<file path="src/rtl/step_detector.sv">
// -----------------------------------------------------------------------------
// step_detector
//
// Purpose:
//   Turns the node stage's filtered activity samples into pedometer steps.
//   A sample at or above HI_TH counts one step and enters the high phase.
//   The high phase ends on a sample at or below LO_TH. REFRACT further valid
//   samples are then ignored before the detector re-arms. Steps are counted
//   in a saturating counter, and a sticky flag records any step lost to
//   saturation.
//
// Ports:
//   clk          in   rising-edge clock shared with the node stage
//   rst_n        in   asynchronous active-low reset
//   sample_in    in   [DW-1:0] unsigned activity sample
//   sample_valid in   sample_in is new this cycle and is consumed on this edge
//   clear        in   synchronous clear of count, flags and FSM; beats a
//                     coincident valid sample
//   step_pulse   out  one-cycle strobe per detected step
//   step_count   out  [CW-1:0] saturating step count
//   sat          out  sticky: a step arrived while step_count was all-ones
//   state        out  [1:0] FSM state for debug: LOW=0, HIGH=1, REFR=2
//   peak_val     out  [DW-1:0] largest sample of the current/last high phase
//                     (present only when STEP_DET_PEAK_EN is defined)
//
// Configuration macro:
//   STEP_DET_PEAK_EN - adds the peak_val output and its register.
//
// All outputs come straight from flops.
// -----------------------------------------------------------------------------
module step_detector #(
    parameter int            DW      = 8,
    parameter int            CW      = 16,
    parameter logic [DW-1:0] HI_TH   = DW'(96),
    parameter logic [DW-1:0] LO_TH   = DW'(64),
    parameter int            REFRACT = 10
) (
    input  logic          clk,
    input  logic          rst_n,
    input  logic [DW-1:0] sample_in,
    input  logic          sample_valid,
    input  logic          clear,
    output logic          step_pulse,
    output logic [CW-1:0] step_count,
    output logic          sat,
    output logic [1:0]    state
`ifdef STEP_DET_PEAK_EN
    ,
    output logic [DW-1:0] peak_val
`endif
);

    localparam logic [1:0] ST_LOW  = 2'd0;
    localparam logic [1:0] ST_HIGH = 2'd1;
    localparam logic [1:0] ST_REFR = 2'd2;

    // The refractory counter counts down to zero. It is loaded with
    // REFRACT-1, so REFR lasts exactly REFRACT valid samples.
    localparam logic [7:0] REFR_LOAD = (REFRACT > 0) ? 8'(REFRACT - 1) : 8'd0;

    logic [1:0]    state_q, state_d;
    logic [7:0]    refr_cnt_q, refr_cnt_d;
    logic          pulse_q, pulse_d;
    logic [CW-1:0] count_q, count_d;
    logic          sat_q, sat_d;
`ifdef STEP_DET_PEAK_EN
    logic [DW-1:0] peak_q, peak_d;
`endif

    // NOTE: every next-state signal is given its hold value first, so no
    // path through the case leaves it unassigned and no latch is inferred.
    always_comb begin
        state_d    = state_q;
        refr_cnt_d = refr_cnt_q;
        pulse_d    = 1'b0;
        count_d    = count_q;
        sat_d      = sat_q;
`ifdef STEP_DET_PEAK_EN
        peak_d     = peak_q;
`endif

        if (clear) begin
            // Clear wins over a coincident valid sample; that sample is dropped.
            state_d    = ST_LOW;
            refr_cnt_d = 8'd0;
            count_d    = '0;
            sat_d      = 1'b0;
`ifdef STEP_DET_PEAK_EN
            peak_d     = '0;
`endif
        end else if (sample_valid) begin
            case (state_q)
                ST_LOW: begin
                    if (sample_in >= HI_TH) begin
                        state_d = ST_HIGH;
                        pulse_d = 1'b1;
                        // At all-ones the step is still reported, but it is
                        // recorded only in the sticky flag.
                        if (count_q == {CW{1'b1}}) begin
                            sat_d = 1'b1;
                        end else begin
                            count_d = count_q + CW'(1);
                        end
`ifdef STEP_DET_PEAK_EN
                        peak_d = sample_in;
`endif
                    end
                end

                ST_HIGH: begin
`ifdef STEP_DET_PEAK_EN
                    if (sample_in > peak_q) begin
                        peak_d = sample_in;
                    end
`endif
                    if (sample_in <= LO_TH) begin
                        if (REFRACT > 0) begin
                            state_d    = ST_REFR;
                            refr_cnt_d = REFR_LOAD;
                        end else begin
                            state_d = ST_LOW;
                        end
                    end
                end

                ST_REFR: begin
                    // Sample value is irrelevant here; only the count matters.
                    if (refr_cnt_q == 8'd0) begin
                        state_d = ST_LOW;
                    end else begin
                        refr_cnt_d = refr_cnt_q - 8'd1;
                    end
                end

                default: begin
                    state_d    = ST_LOW;
                    refr_cnt_d = 8'd0;
                end
            endcase
        end
    end

    // NOTE: state is updated with non-blocking assignments, so every flop
    // samples pre-edge values and simulation matches the synthesized registers.
    always_ff @(posedge clk or negedge rst_n) begin
        if (!rst_n) begin
            state_q    <= ST_LOW;
            refr_cnt_q <= 8'd0;
            pulse_q    <= 1'b0;
            count_q    <= '0;
            sat_q      <= 1'b0;
`ifdef STEP_DET_PEAK_EN
            peak_q     <= '0;
`endif
        end else begin
            state_q    <= state_d;
            refr_cnt_q <= refr_cnt_d;
            pulse_q    <= pulse_d;
            count_q    <= count_d;
            sat_q      <= sat_d;
`ifdef STEP_DET_PEAK_EN
            peak_q     <= peak_d;
`endif
        end
    end

    assign step_pulse = pulse_q;
    assign step_count = count_q;
    assign sat        = sat_q;
    assign state      = state_q;
`ifdef STEP_DET_PEAK_EN
    assign peak_val   = peak_q;
`endif

endmodule

</file>
<file path="config.mk">
export PLATFORM = sky130hd
export DESIGN_NAME = step_detector
export DESIGN_NICKNAME = d
export VERILOG_FILES = /design/src/rtl/step_detector.sv
export SDC_FILE = /design/constraint.sdc
export NUM_CORES = 1
export LEC_CHECK = 0
export ABC_AREA = 0
export ABC_CLOCK_PERIOD_IN_PS = 2300
export CAP_MARGIN = 30
export CORE_MARGIN = 2
export CORE_UTILIZATION = 35
export DETAILED_ROUTE_END_ITERATION = 10
export GPL_TIMING_DRIVEN = 0
export SLEW_MARGIN = 20
export SYNTH_ARGS = -nofsm -noshare
export SYNTH_HDL_FRONTEND = slang
export SYNTH_SLANG_ARGS = --single-unit
</file>
<file path="constraint.sdc">
create_clock -name clk -period 2.3 [get_ports clk]
set_input_delay 0.345 -clock clk [delete_from_list [all_inputs] [get_ports clk]]
set_output_delay 0.345 -clock clk [all_outputs]
set_load 0.03 [all_outputs]
</file>
### After elaboration in Yosys (flattened, before gate mapping)

Index checks and enable logic that the tools add are counted.
Widths: inputs -> output; s select.

* register bits after elaboration: 28
* output and inout port bits: 20
* word-level logic and storage cells: 53

* multiplexer cells: 25
* magnitude comparators: 2
* $add $sub $neg: 2
* equal/unequal tests: 9
* reductions and logical operators: 10

Operators with widths (number)
* $mux 16: 5
* $mux 8: 4
* $pmux 8 s3: 1
* $add 16x1->16 const B: 1
* $eq 16x16->1 const B: 1
* $reduce_and 4->1: 4
* $ne 3x3->1 const B: 4
* $mux 2: 5
* $mux 1: 9
* $ge 8x7->1 const B: 1
* $le 8x7->1 const B: 1
* $logic_not 8->1: 1
* $reduce_bool 2->1: 4
* $sub 8x1->8 const B: 1
* $pmux 2 s3: 1
* $ne 2x2->1 const B: 2
* $eq 2x1->1 const B: 1
* $eq 2x2->1 const B: 1
* $logic_not 2->1: 1

### Depth between registers and ports, before layout

Gate-level depths: netlist (run 1).

* depth in word-level cells: 6
* mapped depth: 7
* depth with buffers taken out: 6

### Worst setup path after synthesis (run 1)

Ideal clock, no wire load.

* path type: register to register
* start point: reg state_q[0] (netlist: state[0])
* end point: reg count_q[10] (netlist: step_count[10])
* buffers on the path: 1
* arrival time: 2155 ps
* stages on the path, launching flop included: 8
* library setup time: 78 ps
* path slack: 67 ps
* data required time: 2222 ps
* cells stage by stage: dfrtp_1 inv_1 ha_1 nand2_2 or4_1 buf_2 or4_1 a21oi_1

* word-level cells in the longest chain between the ends: 3

Ends and longest elaborated chain
* start, declared: RTL line 61 `logic [1:0] state_q, state_d;`
* start signal, assigned: RTL line 156 `state_q <= state_d;`
* $logic_not 2->1: RTL line 92 `case (state_q)`
* $reduce_bool 2->1 (no line)
* $reduce_and 4->1 (no line)
* end signal, assigned: RTL line 159 `count_q <= count_d;`
* end, declared: RTL line 64 `logic [CW-1:0] count_q, count_d;`

No other way between the ends.
A chain may end at the register's enable or synchronous reset.

### Final worst setup path (run 1)

* start point: reg state_q[0] (netlist: state[0])
* end point: reg count_q[15] (netlist: step_count[15])

The elaborated chain is that of the path after synthesis.

==> results.cfg, run 1 <==
[floorplan]
core_um2 = 4750
ios = 32
initial_core_util_pct = 36.6
num_rows = 25
die_h_um = 74.5
fp.dieW_um = 74.5
dieArea_um2 = 5560

[critical_path]
cp_cell_sequence = inv_2 -> ha_2 -> nand2_2 -> or4_1 -> buf_4 -> or4_1 -> a21oi_1
cp.depth = 7
critical_path_arrival_ns = 2.43
r2r_end = step_count[15]
worst_setup_path_end_kind = flop
worst-setup-path-type = flop to flop
critical-path-top-delay-family = simple AND/OR/NAND/NOR gates
cp_max_fo = 10
cp_common_cell = or4_1
reg2reg_from = state[0]
critPathMaxStageDelay_ns = 0.54
critPathSlowestCell = or4_1
reg2reg_setup_slack_ns = 0.07
cp-endpoint = step_count[15]
critical_path_required_ns = 2.50
start_kind = flop
worst_r2r_path_depth = 7
crit_buf_inv = 2
crit_start = state[0]

[yosys]
synth_edf_count = 0
syn_inst = 189
synth_fp_nets = 208
netlist_area_um2 = 1740
yosysTopAreaCell = dfrtp_1
yosysUniqueCellTypes = 50
synth_top_area_share_pct = 40.2
seq_area_frac_synth_pct = 40.2
syn_area_per_cell_um2 = 9.22
synth-main-ff-cell = dfrtp_1
async_flop_share_pct = 100
ys_ff_latch = 28
yosys_warnings = 0
synth_area_leaders = dfrtp_1 (40%), ha_1 (5.0%), a21oi_1 (4.3%)

[route]
routed_wl_mm = 4.19
routed-via-count = 1593
drt-pass1-iter-count = 4
avgViaCountPerCell = 5.47
detail_route.wl_per_cell_um = 14.4
detail-route-antenna-nets = 0
drc = 0
drt_iter0_markers = 90

[min_path]
min_path_type = input port to async pin

[cells_and_area]
drive_gt1_share_pct = 8.93
final_cells = 291
fillCellCount = 482
final_common_cell = clkdlybuf4s50_1
layout_common_cells = clkdlybuf4s50_1 (29), dfrtp_1 (28), nor2_1 (15)
antennaDiodeCount = 0
finalNetCount = 244
fin_area_um2 = 2220
area_growth_pct = 27.3

[run_status]
status = finished, final reports clean

[sta]
drv_slew = 0
max_slew.worst_pin.slew_ns = 0.772
relSlewSlack_pct = 48.1
fmax_mhz = 449
fin_crit_ns = 2.23
clock_skew_ns = 0.00574
hold_viol = 0
grt_setup_unrepaired = yes
fin_crit_sh_pct = 96.8
setup_viol = 0

[pwr]
cellLeakagePower_nw = 0.861
ir_worst_vdd_mv = 0.217
total_power_mw = 1.57
p_per_area_nw_per_um2 = 707

[placement]
routabilityCongestion = 0.785
dp.final_hpwl_mm = 3.06
port_buffers = 30
dp_cells = 286
placed_area_um2 = 2120

[global_route]
grt_pass1_vias = 1461
antenna_found_initial = 0
grt_max_degree = 29
track_usage_pct = 15.8
grt_overflow_total = 0
grt_pass1_wl_mm = 6.78

[clock_network]
cts_max_level = 1
clock_latency_ns = 0.28
cts_hold_buf = 0
numCtsBuffers = 3
clk_pin_slew_worst_paths_ns = 0.10
clockRootBuffer = clkbuf_8
cts.sinks = 28
cts_buffer_depth = 2
cts_tree = built

[flow_run]
drv_cap = 0
[metal layers]
layer  share of wire, %  up-vias  track usage, %
met5                  0        -               0
met4                1.9        0            5.56
met3                2.4        9            2.03
met2                 47       31            24.4
met1                 49      756            22.8
li1                   -      797               -
[report_power, final]
part           total, mW  switching (mW)  internal, mW  leakage (nW)
combinational      0.591           0.348         0.242         0.438
clock              0.396           0.163         0.233        0.0357
sequential         0.580          0.0466         0.533         0.388
total               1.57           0.558          1.01         0.861
[area by class of cell]
type / count / area, µm² / share of cell area, %
clock buffer: 3 / 41.3 / 1.86
multi-input combinational: 145 / 991 / 44.7
sequential: 28 / 701 / 31.6
tap: 67 / 83.8 / 3.78
inverter: 11 / 41.3 / 1.86
timing repair buffer: 31 / 303 / 13.7
clock inverter: 1 / 30.0 / 1.35
buffer: 5 / 26.3 / 1.19
[kinds of logic after synthesis]
family                     after synthesis  share of synthesized area, %
DFF                                     28                          40.2
muxes                                    9                          5.60
and+or+nand+nor                         75                          24.1
xor gates and xnor gates                 1                         0.503
AOI/OAI and AO/OA                       53                          21.0
adders and majority gates                7                          5.03
buffers and inverters                   16                          3.59
[cell usage after synthesis (all sizes together), types with 5 or more instances]
library cell,number
nand3,5
inv,11
nand4,5
mux2,6
dfrtp,28
nand2,13
or3,5
o31ai,6
or4,9
a21oi,15
nor2,15
o21ai,6
ha,7
[state kept, by name (all words and copies together) (netlist names)]
register	flops
step_count	16
state	2
refr_cnt_q	8
sat	1
step_pulse	1
[worst register-to-register path, stage by stage (launching register included)]
cell and delay, ns:
dfrtp_1 0.42, inv_2 0.09, ha_2 0.21, nand2_2 0.09, or4_1 0.54, buf_4 0.19, or4_1 0.46, a21oi_1 0.15
[how the worst min path moves through the flow]
stage | slack [ns] | end | cells after the start | startpoint
floorplan | 0.05 | refr_cnt_q[0] | 0 | rst_n
global placement | 0.49 | sat | 2 | sat
detailed placement | 0.42 | refr_cnt_q[1] | 1 | rst_n
CTS | 0.1 | refr_cnt_q[0] | 1 | rst_n
global route | 0.11 | refr_cnt_q[0] | 1 | rst_n
finish | 0.07 | refr_cnt_q[0] | 1 | rst_n
[per-stage QoR]
| step | TNS, ns | hold slack, ns | setup slack (ns) | util (%) |
|---|---|---|---|---|
| floorplan | 0 | 0.0494 | 0.0665 | - |
| global placement | -0.716 | 0.495 | -0.139 | 44.7 |
| detailed placement | -0.758 | 0.419 | -0.153 | 44.6 |
| CTS | 0 | 0.0990 | 0.0204 | 46.2 |
| global route | -0.0103 | 0.115 | -0.0103 | 46.6 |
| finish | 0 | 0.0712 | 0.0735 | 46.6 |
[timing repair]
action | CTS | global route
setup endpoints to repair | 1 | 10
setup buffers | 0 | 1
cloned | 0 | 0
resized for setup | 1 | 8
(Power assumes the default switching activity.)
==> inputs of run 2 (changes only) <==
--- a/config.mk
+++ b/config.mk
@@ -10,6 +10,7 @@
 export CAP_MARGIN = 30
 export CORE_MARGIN = 2
 export CORE_UTILIZATION = 35
+export CTS_CLUSTER_SIZE = 24
 export DETAILED_ROUTE_END_ITERATION = 10
 export GPL_TIMING_DRIVEN = 0
 export SLEW_MARGIN = 20
==> results of run 2 <==
Same layout as run 1: the final DEF is identical, and so are final timing and power.
==> inputs of run 3 (changes only) <==
--- a/config.mk
+++ b/config.mk
@@ -9,10 +9,11 @@
 export ABC_CLOCK_PERIOD_IN_PS = 2300
 export CAP_MARGIN = 30
 export CORE_MARGIN = 2
-export CORE_UTILIZATION = 35
+export CORE_UTILIZATION = 40
+export CTS_BUF_LIST = sky130_fd_sc_hd__clkbuf_4
 export CTS_CLUSTER_SIZE = 24
 export DETAILED_ROUTE_END_ITERATION = 10
-export GPL_TIMING_DRIVEN = 0
+export GPL_TIMING_DRIVEN = 1
 export SLEW_MARGIN = 20
 export SYNTH_ARGS = -nofsm -noshare
 export SYNTH_HDL_FRONTEND = slang
==> results.cfg, run 3 (synthesis gave the netlist of run 1 again) <==
[sta]
max_slew.worst_pin.slew_ns = 0.805
fin_crit_ns = 2.14
clock_skew_ns = 0.0115
setup_viol = 0
drv_slew = 0
relSlewSlack_pct = 45.9
holdWs_ns = 0.359
fmax_mhz = 467
hold_viol = 0
grt_setup_unrepaired = no
fin_crit_sh_pct = 93.1

[critical_path]
worst_setup_path_end_kind = flop
worst-setup-path-type = flop to flop
start_kind = flop
cp_max_fo = 6
worst_r2r_path_depth = 6
critical_path_arrival_ns = 2.38
critical_path_required_ns = 2.54

[route]
detail-route-antenna-nets = 0
detail_route.wl_per_cell_um = 16.1
drc = 0
avgViaCountPerCell = 5.87
routed-via-count = 1662
drt-pass1-iter-count = 4
drt_iter0_markers = 86
routed_wl_mm = 4.56

[cells_and_area]
largest_reg_flops = 16
drive_gt1_share_pct = 12.9
layout_common_cells = clkdlybuf4s50_1 (31), dfrtp_1 (28), a21oi_1 (15), nor2_1 (15), buf_4 (14)
antennaDiodeCount = 0
finalNetCount = 253
fin_area_um2 = 2240
final_common_cell = clkdlybuf4s50_1
final_cells = 283
area_growth_pct = 28.7

[clock_network]
post_cts_buffers = 0
cts_hold_buf = 0
cts.sinks = 28
clock_latency_ns = 0.33
cts_tree = built
cts_buffer_depth = 2
cts_max_level = 1
numCtsBuffers = 3
clk_pin_slew_worst_paths_ns = 0.16
clockRootBuffer = clkbuf_4

[placement]
port_buffers = 31
placed_area_um2 = 2200
dp_cells = 279
dp.final_hpwl_mm = 3.38
routabilityCongestion = 0.869

[floorplan]
ios = 32
initial_core_util_pct = 42.6
dieArea_um2 = 4900
num_rows = 23
core_um2 = 4090
die_h_um = 70.0
fp.dieW_um = 70.0

[global_route]
antenna_found_initial = 0
track_usage_pct = 18.6
grt_pass1_wl_mm = 7.47
grt_overflow_total = 0
grt_pass1_vias = 1592
grt_max_degree = 29

[run_status]
status = finished, final reports clean

[pwr]
cellLeakagePower_nw = 0.899
p_per_area_nw_per_um2 = 638
ir_worst_vdd_mv = 0.287

[flow_run]
drv_cap = 0

[min_path]
min_path_type = input port to async pin
run 3: cell count changes in the layout (fill, tap and decap cells not counted), moves of 2 or more:
cell	delta
buf_4	+11
clkbuf_1	-3
clkbuf_4	+3
clkbuf_8	-3
clkdlybuf4s50_1	+2
or4_1	-2
or4_4	+2
run 3: cell type report:
| class | count | area, µm² |
|---|---|---|
| Fill cell | 369 | 1850 |
| Clock inverter | 1 | 3.75 |
| Inverter | 11 | 41.3 |
| Sequential cell | 28 | 701 |
| Multi-Input combinational cell | 145 | 995 |
| Tap cell | 50 | 62.6 |
| Clock buffer | 3 | 22.5 |
| Timing Repair Buffer | 45 | 415 |
run 3: timing repair:
item,4_1_cts,5_1_grt
setup endpoints to repair,1,6
gates resized for setup,1,5
cloned,0,0
run 3: worst paths after layout:
path / slack [ns] / startpoint / to
setup / recovery: 0.16 / state[1] / refr_cnt_q[0]
hold / removal: 0.36 / rst_n / refr_cnt_q[4]
setup reg to reg: 0.16 / state[1] / refr_cnt_q[0]
hold reg to reg: 0.55 / sat / sat
max in group asynchronous: 1.66 / rst_n / sat
min in group clk: 0.55 / sat / sat
run 3: where the power goes:
group,internal (mW),switching (mW)
Combinational,0.263,0.377
Clock,0.0637,0.148
Sequential,0.534,0.0440
run 3: per-layer routing:
| metal | track usage [%] | vias up | part of all wire [%] |
|---|---|---|---|
| met5 | 0 | - | 0 |
| met4 | 4.70 | 0 | 0.92 |
| met3 | 4.04 | 4 | 4.5 |
| met2 | 33.1 | 38 | 50 |
| met1 | 22.8 | 813 | 44 |
| li1 | - | 807 | - |
run 3: metrics by stage:
step                utilization, %  total power, mW  setup WS, ns  TNS (ns)
global route                  54.8             1.54        0.0143         0
floorplan                        -            0.981        0.0665         0
detailed placement            53.8             1.20        -0.108    -0.399
CTS                           54.5             1.42        0.0804         0
finish                        54.8             1.43         0.159         0
global placement              53.8             1.18       -0.0780   -0.0811
run 3: worst max-delay path, cell delays in order (launching register included):
cell	delay [ns]
dfrtp_1	0.44
inv_2	0.10
ha_1	0.24
o21ai_0	0.17
a22oi_1	0.39
o21a_1	0.36
mux2_1	0.36
